<file path="src/rtl/uart_mem_tx_if.sv">
// uart_mem_tx_if: start/count, RAM port-B and TX-pin signals of uart_mem_tx
// master: the transmitter (drives ren/raddr/tx/busy/done/led)
// slave:  its environment (drives start/byte_cnt/rdata)
interface uart_mem_tx_if #(
  parameter int ADDR_W = 10,
  parameter int DATA_W = 8
);
  logic              i_start;
  logic [ADDR_W-1:0] i_byte_cnt;
  logic              o_mem_ren;
  logic [ADDR_W-1:0] o_mem_raddr;
  logic [DATA_W-1:0] i_mem_rdata;
  logic              o_uart_tx;
  logic              o_busy;
  logic              o_done;
  logic              o_led;
  modport master (
    input  i_start, i_byte_cnt, i_mem_rdata,
    output o_mem_ren, o_mem_raddr, o_uart_tx, o_busy, o_done, o_led
  );
  modport slave (
    output i_start, i_byte_cnt, i_mem_rdata,
    input  o_mem_ren, o_mem_raddr, o_uart_tx, o_busy, o_done, o_led
  );
endinterface

</file>
<file path="src/rtl/uart_mem_tx.sv">
// uart_mem_tx: drains i_byte_cnt bytes from RAM port B (from address 0) onto an 8N1 UART line
// Ports: i_clk fabric clock, i_reset async active-low reset, bus (uart_mem_tx_if.master):
//   i_start/i_byte_cnt launch, o_mem_ren/o_mem_raddr/i_mem_rdata RAM read, o_uart_tx line,
//   o_busy frame in progress, o_done completion pulse, o_led toggles per o_done.
// Optional: define UART_TX_PARITY_EN for an even-parity bit (8E1).
module uart_mem_tx #(
  parameter int CLK_FREQ = 125000000,
  parameter int BAUD     = 115200,
  parameter int ADDR_W   = 10,
  parameter int DATA_W   = 8
) (
  input logic           i_clk,
  input logic           i_reset,
  uart_mem_tx_if.master bus
);
  localparam int CPB = CLK_FREQ / BAUD;
  localparam int BW = CPB > 1 ? $clog2(CPB) : 1;
  localparam logic [BW-1:0] BMAX = BW'(CPB - 1);
  localparam logic [2:0] IDLE = 3'd0, RD_REQ = 3'd1, RD_LAT = 3'd2, START = 3'd3, DATA = 3'd4, STOP = 3'd5, DONE = 3'd6;
`ifdef UART_TX_PARITY_EN
  localparam logic [2:0] PARITY = 3'd7;
  logic par;
`endif
  logic [2:0] state;
  logic [ADDR_W-1:0] cnt, idx, raddr;
  logic [BW-1:0] bcnt;
  logic [2:0] bit_n;
  logic [DATA_W-1:0] sh;
  logic ren, tx, busy, done, led;
  logic bit_end;
  assign bit_end = bcnt == BMAX;
  assign bus.o_mem_ren = ren;
  assign bus.o_mem_raddr = raddr;
  assign bus.o_uart_tx = tx;
  assign bus.o_busy = busy;
  assign bus.o_done = done;
  assign bus.o_led = led;
  always_ff @(posedge i_clk or negedge i_reset) begin
    if (!i_reset) begin
      state <= IDLE;
      cnt <= '0;
      idx <= '0;
      raddr <= '0;
      bcnt <= '0;
      bit_n <= '0;
      sh <= '0;
`ifdef UART_TX_PARITY_EN
      par <= 1'b0;
`endif
      ren <= 1'b0;
      tx <= 1'b1;
      busy <= 1'b0;
      done <= 1'b0;
      led <= 1'b0;
    end else begin
      ren <= 1'b0;
      done <= 1'b0;
      bcnt <= bit_end ? '0 : bcnt + BW'(1);
      case (state)
        IDLE: if (bus.i_start) begin
          cnt <= bus.i_byte_cnt;
          idx <= '0;
          if (bus.i_byte_cnt == '0) begin
            state <= DONE;
            done <= 1'b1;
            led <= ~led;
          end else begin
            state <= RD_REQ;
            busy <= 1'b1;
            ren <= 1'b1;
            raddr <= '0;
          end
        end
        RD_REQ: state <= RD_LAT;
        RD_LAT: begin
          sh <= bus.i_mem_rdata;
`ifdef UART_TX_PARITY_EN
          par <= ^bus.i_mem_rdata;
`endif
          bcnt <= '0;
          tx <= 1'b0;
          state <= START;
        end
        START: if (bit_end) begin
          tx <= sh[0];
          sh <= sh >> 1;
          bit_n <= '0;
          state <= DATA;
        end
        DATA: if (bit_end) begin
          if (bit_n == 3'd7) begin
`ifdef UART_TX_PARITY_EN
            tx <= par;
            state <= PARITY;
`else
            tx <= 1'b1;
            state <= STOP;
`endif
          end else begin
            tx <= sh[0];
            sh <= sh >> 1;
            bit_n <= bit_n + 3'd1;
          end
        end
`ifdef UART_TX_PARITY_EN
        PARITY: if (bit_end) begin
          tx <= 1'b1;
          state <= STOP;
        end
`endif
        STOP: if (bit_end) begin
          if (idx + ADDR_W'(1) == cnt) begin
            state <= DONE;
            busy <= 1'b0;
            done <= 1'b1;
            led <= ~led;
          end else begin
            idx <= idx + ADDR_W'(1);
            raddr <= idx + ADDR_W'(1);
            ren <= 1'b1;
            state <= RD_REQ;
          end
        end
        DONE: state <= IDLE;
        default: state <= IDLE;
      endcase
    end
  end
endmodule
</file>
<file path="src/flat_wrapper.sv">
// flat-port wrapper written by rule: the top's interface ports become plain ports
module uart_mem_tx_flat 
#(
  parameter int CLK_FREQ = 125000000,
  parameter int BAUD     = 115200,
  parameter int ADDR_W   = 10,
  parameter int DATA_W   = 8
)
  (i_clk, i_reset, bus_i_start, bus_i_byte_cnt, bus_i_mem_rdata, bus_o_mem_ren, bus_o_mem_raddr, bus_o_uart_tx, bus_o_busy, bus_o_done, bus_o_led);
  uart_mem_tx_if #(.ADDR_W(ADDR_W), .DATA_W(DATA_W)) bus_i ();
  input logic i_clk;
  input logic i_reset;
  input wire logic [$bits(bus_i.i_start)-1:0] bus_i_start;
  input wire logic [$bits(bus_i.i_byte_cnt)-1:0] bus_i_byte_cnt;
  input wire logic [$bits(bus_i.i_mem_rdata)-1:0] bus_i_mem_rdata;
  output wire logic [$bits(bus_i.o_mem_ren)-1:0] bus_o_mem_ren;
  output wire logic [$bits(bus_i.o_mem_raddr)-1:0] bus_o_mem_raddr;
  output wire logic [$bits(bus_i.o_uart_tx)-1:0] bus_o_uart_tx;
  output wire logic [$bits(bus_i.o_busy)-1:0] bus_o_busy;
  output wire logic [$bits(bus_i.o_done)-1:0] bus_o_done;
  output wire logic [$bits(bus_i.o_led)-1:0] bus_o_led;
  assign bus_i.i_start = bus_i_start;
  assign bus_i.i_byte_cnt = bus_i_byte_cnt;
  assign bus_i.i_mem_rdata = bus_i_mem_rdata;
  assign bus_o_mem_ren = bus_i.o_mem_ren;
  assign bus_o_mem_raddr = bus_i.o_mem_raddr;
  assign bus_o_uart_tx = bus_i.o_uart_tx;
  assign bus_o_busy = bus_i.o_busy;
  assign bus_o_done = bus_i.o_done;
  assign bus_o_led = bus_i.o_led;
  uart_mem_tx #(.CLK_FREQ(CLK_FREQ), .BAUD(BAUD), .ADDR_W(ADDR_W), .DATA_W(DATA_W)) u_core (.i_clk(i_clk), .i_reset(i_reset), .bus(bus_i));
endmodule
</file>
<file path="config.mk">
export PLATFORM = sky130hd
export DESIGN_NAME = uart_mem_tx_flat
export DESIGN_NICKNAME = d
export VERILOG_FILES = /design/src/rtl/uart_mem_tx_if.sv /design/src/rtl/uart_mem_tx.sv /design/src/flat_wrapper.sv
export SDC_FILE = /design/constraint.sdc
export NUM_CORES = 1
export LEC_CHECK = 0
export ABC_CLOCK_PERIOD_IN_PS = 3830
export CAP_MARGIN = 20
export CORE_UTILIZATION = 51
export CTS_CLUSTER_SIZE = 24
export DETAILED_ROUTE_END_ITERATION = 10
export DONT_BUFFER_PORTS = 1
export MAX_ROUTING_LAYER = met4
export PLACE_DENSITY_LB_ADDON = 0.12
export REMOVE_ABC_BUFFERS = 1
export SLEW_MARGIN = 10
export SYNTH_ARGS = -nofsm -noshare
export SYNTH_HDL_FRONTEND = slang
export SYNTH_SLANG_ARGS = --single-unit
</file>
<file path="constraint.sdc">
create_clock -name i_clk -period 3.83 [get_ports i_clk]
set_clock_uncertainty 0.05 [all_clocks]
set_input_delay 0.766 -clock i_clk [delete_from_list [all_inputs] [get_ports i_clk]]
set_output_delay 0.766 -clock i_clk [all_outputs]
set_load 0.02 [all_outputs]
</file>
==> run metrics <==
vias in the first global route=2,301; CTS tree=built; first-pass GRT wire length=11.03 mm; FF-to-FF path depth=8; status=complete, no violations; DRC Markers=0; FP Rows=29; Reg-to-Reg Start=u_core.idx[0]; antenna viol nets, final=0; routed vias=2,364; sequential fraction of the synthesis area=44.68%; die area=0.006923 mm2; Leakage Power=~0.0017 uW; Avg Inst Size Synth=10.01 um2; Unique masters post-synth=55; final WL=between 6 and 7 mm; startpoint class of the critical path=register; DP Cell Count=approximately 400; sw power=248.4 uW; Synth-to-Final Area Change=2.790%; setup tns final=0 ps; CTS root buffer=clkbuf_8; port bufs=0; die height=83.21 um; Layout fillers=around 600; Final Cycle Share=73.14%; Sink Count=60; combinational share of power=0.6%; power per cell area=343.6 mW/mm2; max incr delay on CP=510 ps; drt via density=5.837; H-tree depth=3; core area=between 0.006 and 0.007 mm2; cts bufs inserted=9; Final Setup Violations=0; worst-margin pin slew=983.0 ps; total gr overflow=0; Worst-path clk slew=around 70 ps; Syn Inst Count=336; Core Util, Final=54.44%; layout cells sized above 1=10.06%; Finished Cell Area=0.003457 mm2; commonest non-fill, non-tap cell in the layout=dfrtp_1; asr flop ratio synth=between 90% and 100%; Internal=939.4 uW; clock share of power=45.5%; Detailed Routing Iterations Pass 1=4; Max-cap violations=0; hold slack=70.80 ps; CP max-delay cell=dfrtp_1; RSZ-0062 raised after global routing=no; Worst Path Arrival=roughly 3000 ps; Crit Path Class=register to register; Sw Share=around a fifth; Clock Latency Late Sink=330 ps; crit path capture type=register; n_diodes=0; #FFs+latches synth=60; maximum clock frequency=357.0 MHz; DR iter-0 viols=around 140; min cycle time layout=2801 ps; WP data required=4030 ps; DP Area=0.003273 mm2; worst hold-check path type=primary input to asynchronous set/reset pin; average wire per standard cell=15.80 um; Placer Congestion=0.8876; Synth Flop Type=dfrtp_1; synth warn=0; ordered list of cells on the worst path=ha_1 > nand3_1 > xnor2_1 > nand4_1 > nor3_2 > nand2_2 > nand3_2 > mux2i_1; register area=0.001503 mm2; die width=83.21 um; initial antenna violation count=0; worst reg2reg path endpoint=u_core.bus.o_mem_raddr[7]; I/O pins=36; Max clock buf depth=2; Worst R2R Setup Slack=1030 ps; NumNets Final=349; Setup Buffers After CTS=0; Max-slew headroom=34.03%; post-CTS sizing=0; multi-input logic area=0.001648 mm2; most frequent cells in the layout=dfrtp_1 (59), nand2_1 (44), nor2_1 (22); dpl hpwl=4.467 mm; Initial Util=52.97%; Final Hold Fails=0; largest net degree at the start of global routing=61; Flop pwr share=a little over half; All-Layer GR Usage=about 20%; Post-synth EDFFs=0; Max IR drop VDD=0.0002097 V; Final Slew Violations=0; Cell Area, Synth=around 0.0034 mm2; Non-Filler Instances=~410; Post-CTS Hold Buffers=0; Critical Path Fanout Max=15
metal layers:
metal / vias up / routed length (um) / track usage (%) / share of wire [%]
met3: 10 / 340 / 3.976 / 5.3
met1: 1122 / 3320 / 30.48 / 52
li1: 1161 / - / - / -
met4: 0 / 89 / 7.837 / 1.4
met2: 71 / 2650 / 27.12 / 41
met5: - / 0 / - / 0
layout make-up:
type | count | share of cell area, %
sequential | 60 | 43.47
clock inverter | 5 | 1.520
tap | 77 | 2.787
multi-input combinational | 245 | 47.67
inverter | 7 | 0.7600
clock buffer | 11 | 3.800
power groups by stage:
stage / Sequential, uW / Clock, uW / Combinational [uW]
floorplan: 652 / 0 / 5.91
CTS: 640 / 558 / 6.87
global route: 640 / 586 / 8.72
detailed placement: 652 / 0 / 6.93
global placement: 652 / 0 / 6.62
finish: 640 / 541 / 6.69
worst max-delay path, delay by kind of cell (launching register included):
family        cells  cell delay, ps
fa+ha+maj         1             340
flops             1             510
mux               1             250
xor+xnor          1             290
simple gates      5            1270
state kept, by name, indices dropped and copies added, names as in the netlist:
register                flops
u_core.idx                 10
u_core.bus.o_done           1
u_core.bit_n                3
u_core.bus.o_mem_ren        1
u_core.bcnt                11
u_core.bus.o_busy           1
u_core.bus.o_led            1
u_core.state                3
u_core.bus.o_uart_tx        1
u_core.bus.o_mem_raddr     10
u_core.sh                   8
u_core.cnt                 10
kinds of logic after synthesis:
group                      share of synthesized area (%)
muxes                                              9.003
AOI/OAI and AO/OA                                  11.20
and+or+nand+nor                                    18.71
xor gates and xnor gates                           8.222
adders and majority gates                          1.860
DFF                                                44.68
buffers and inverters                              6.324
stage by stage:
step | power [uW] | setup WS, ps
after global placement | 658.6 | 1179
after global routing | 1235 | 881.4
after floorplan | 657.5 | 1604
after detailed placement | 659.2 | 1126
after CTS | 1205 | 1089
final | 1188 | 1029
worst max path at each step:
stage	startpoint	endpoint	slack [ps]	cells past startpoint
floorplan	u_core.idx[0]	u_core.bus.o_mem_raddr[0]	1600	8
global placement	u_core.idx[0]	u_core.bus.o_mem_raddr[2]	1180	8
detailed placement	u_core.idx[0]	u_core.bus.o_mem_raddr[7]	1130	8
CTS	u_core.idx[0]	u_core.bus.o_mem_raddr[7]	1090	8
global route	u_core.idx[0]	u_core.bus.o_mem_raddr[6]	880	8
finish	u_core.idx[0]	u_core.bus.o_mem_raddr[7]	1030	8
synth_stat cells (7+ instances only):
library cell / n / share of area, %
a22oi_1: 7 / 1.6
nand2_1: 44 / 4.9
a21oi_1: 10 / 1.5
xor2_1: 20 / 5.2
nor4_1: 7 / 1.3
dfrtp_1: 59 / 44
nand3_1: 13 / 1.9
xnor2_1: 9 / 2.3
nand4_1: 7 / 1.3
nor2_1: 22 / 2.5
o21ai_0: 15 / 2.2
inv_1: 7 / 0.78
mux2i_1: 19 / 5.7
mux2_2: 10 / 3.3
buf_6: 10 / 3.3
o211ai_1: 8 / 1.8
Power figures use the tool's default switching activity.
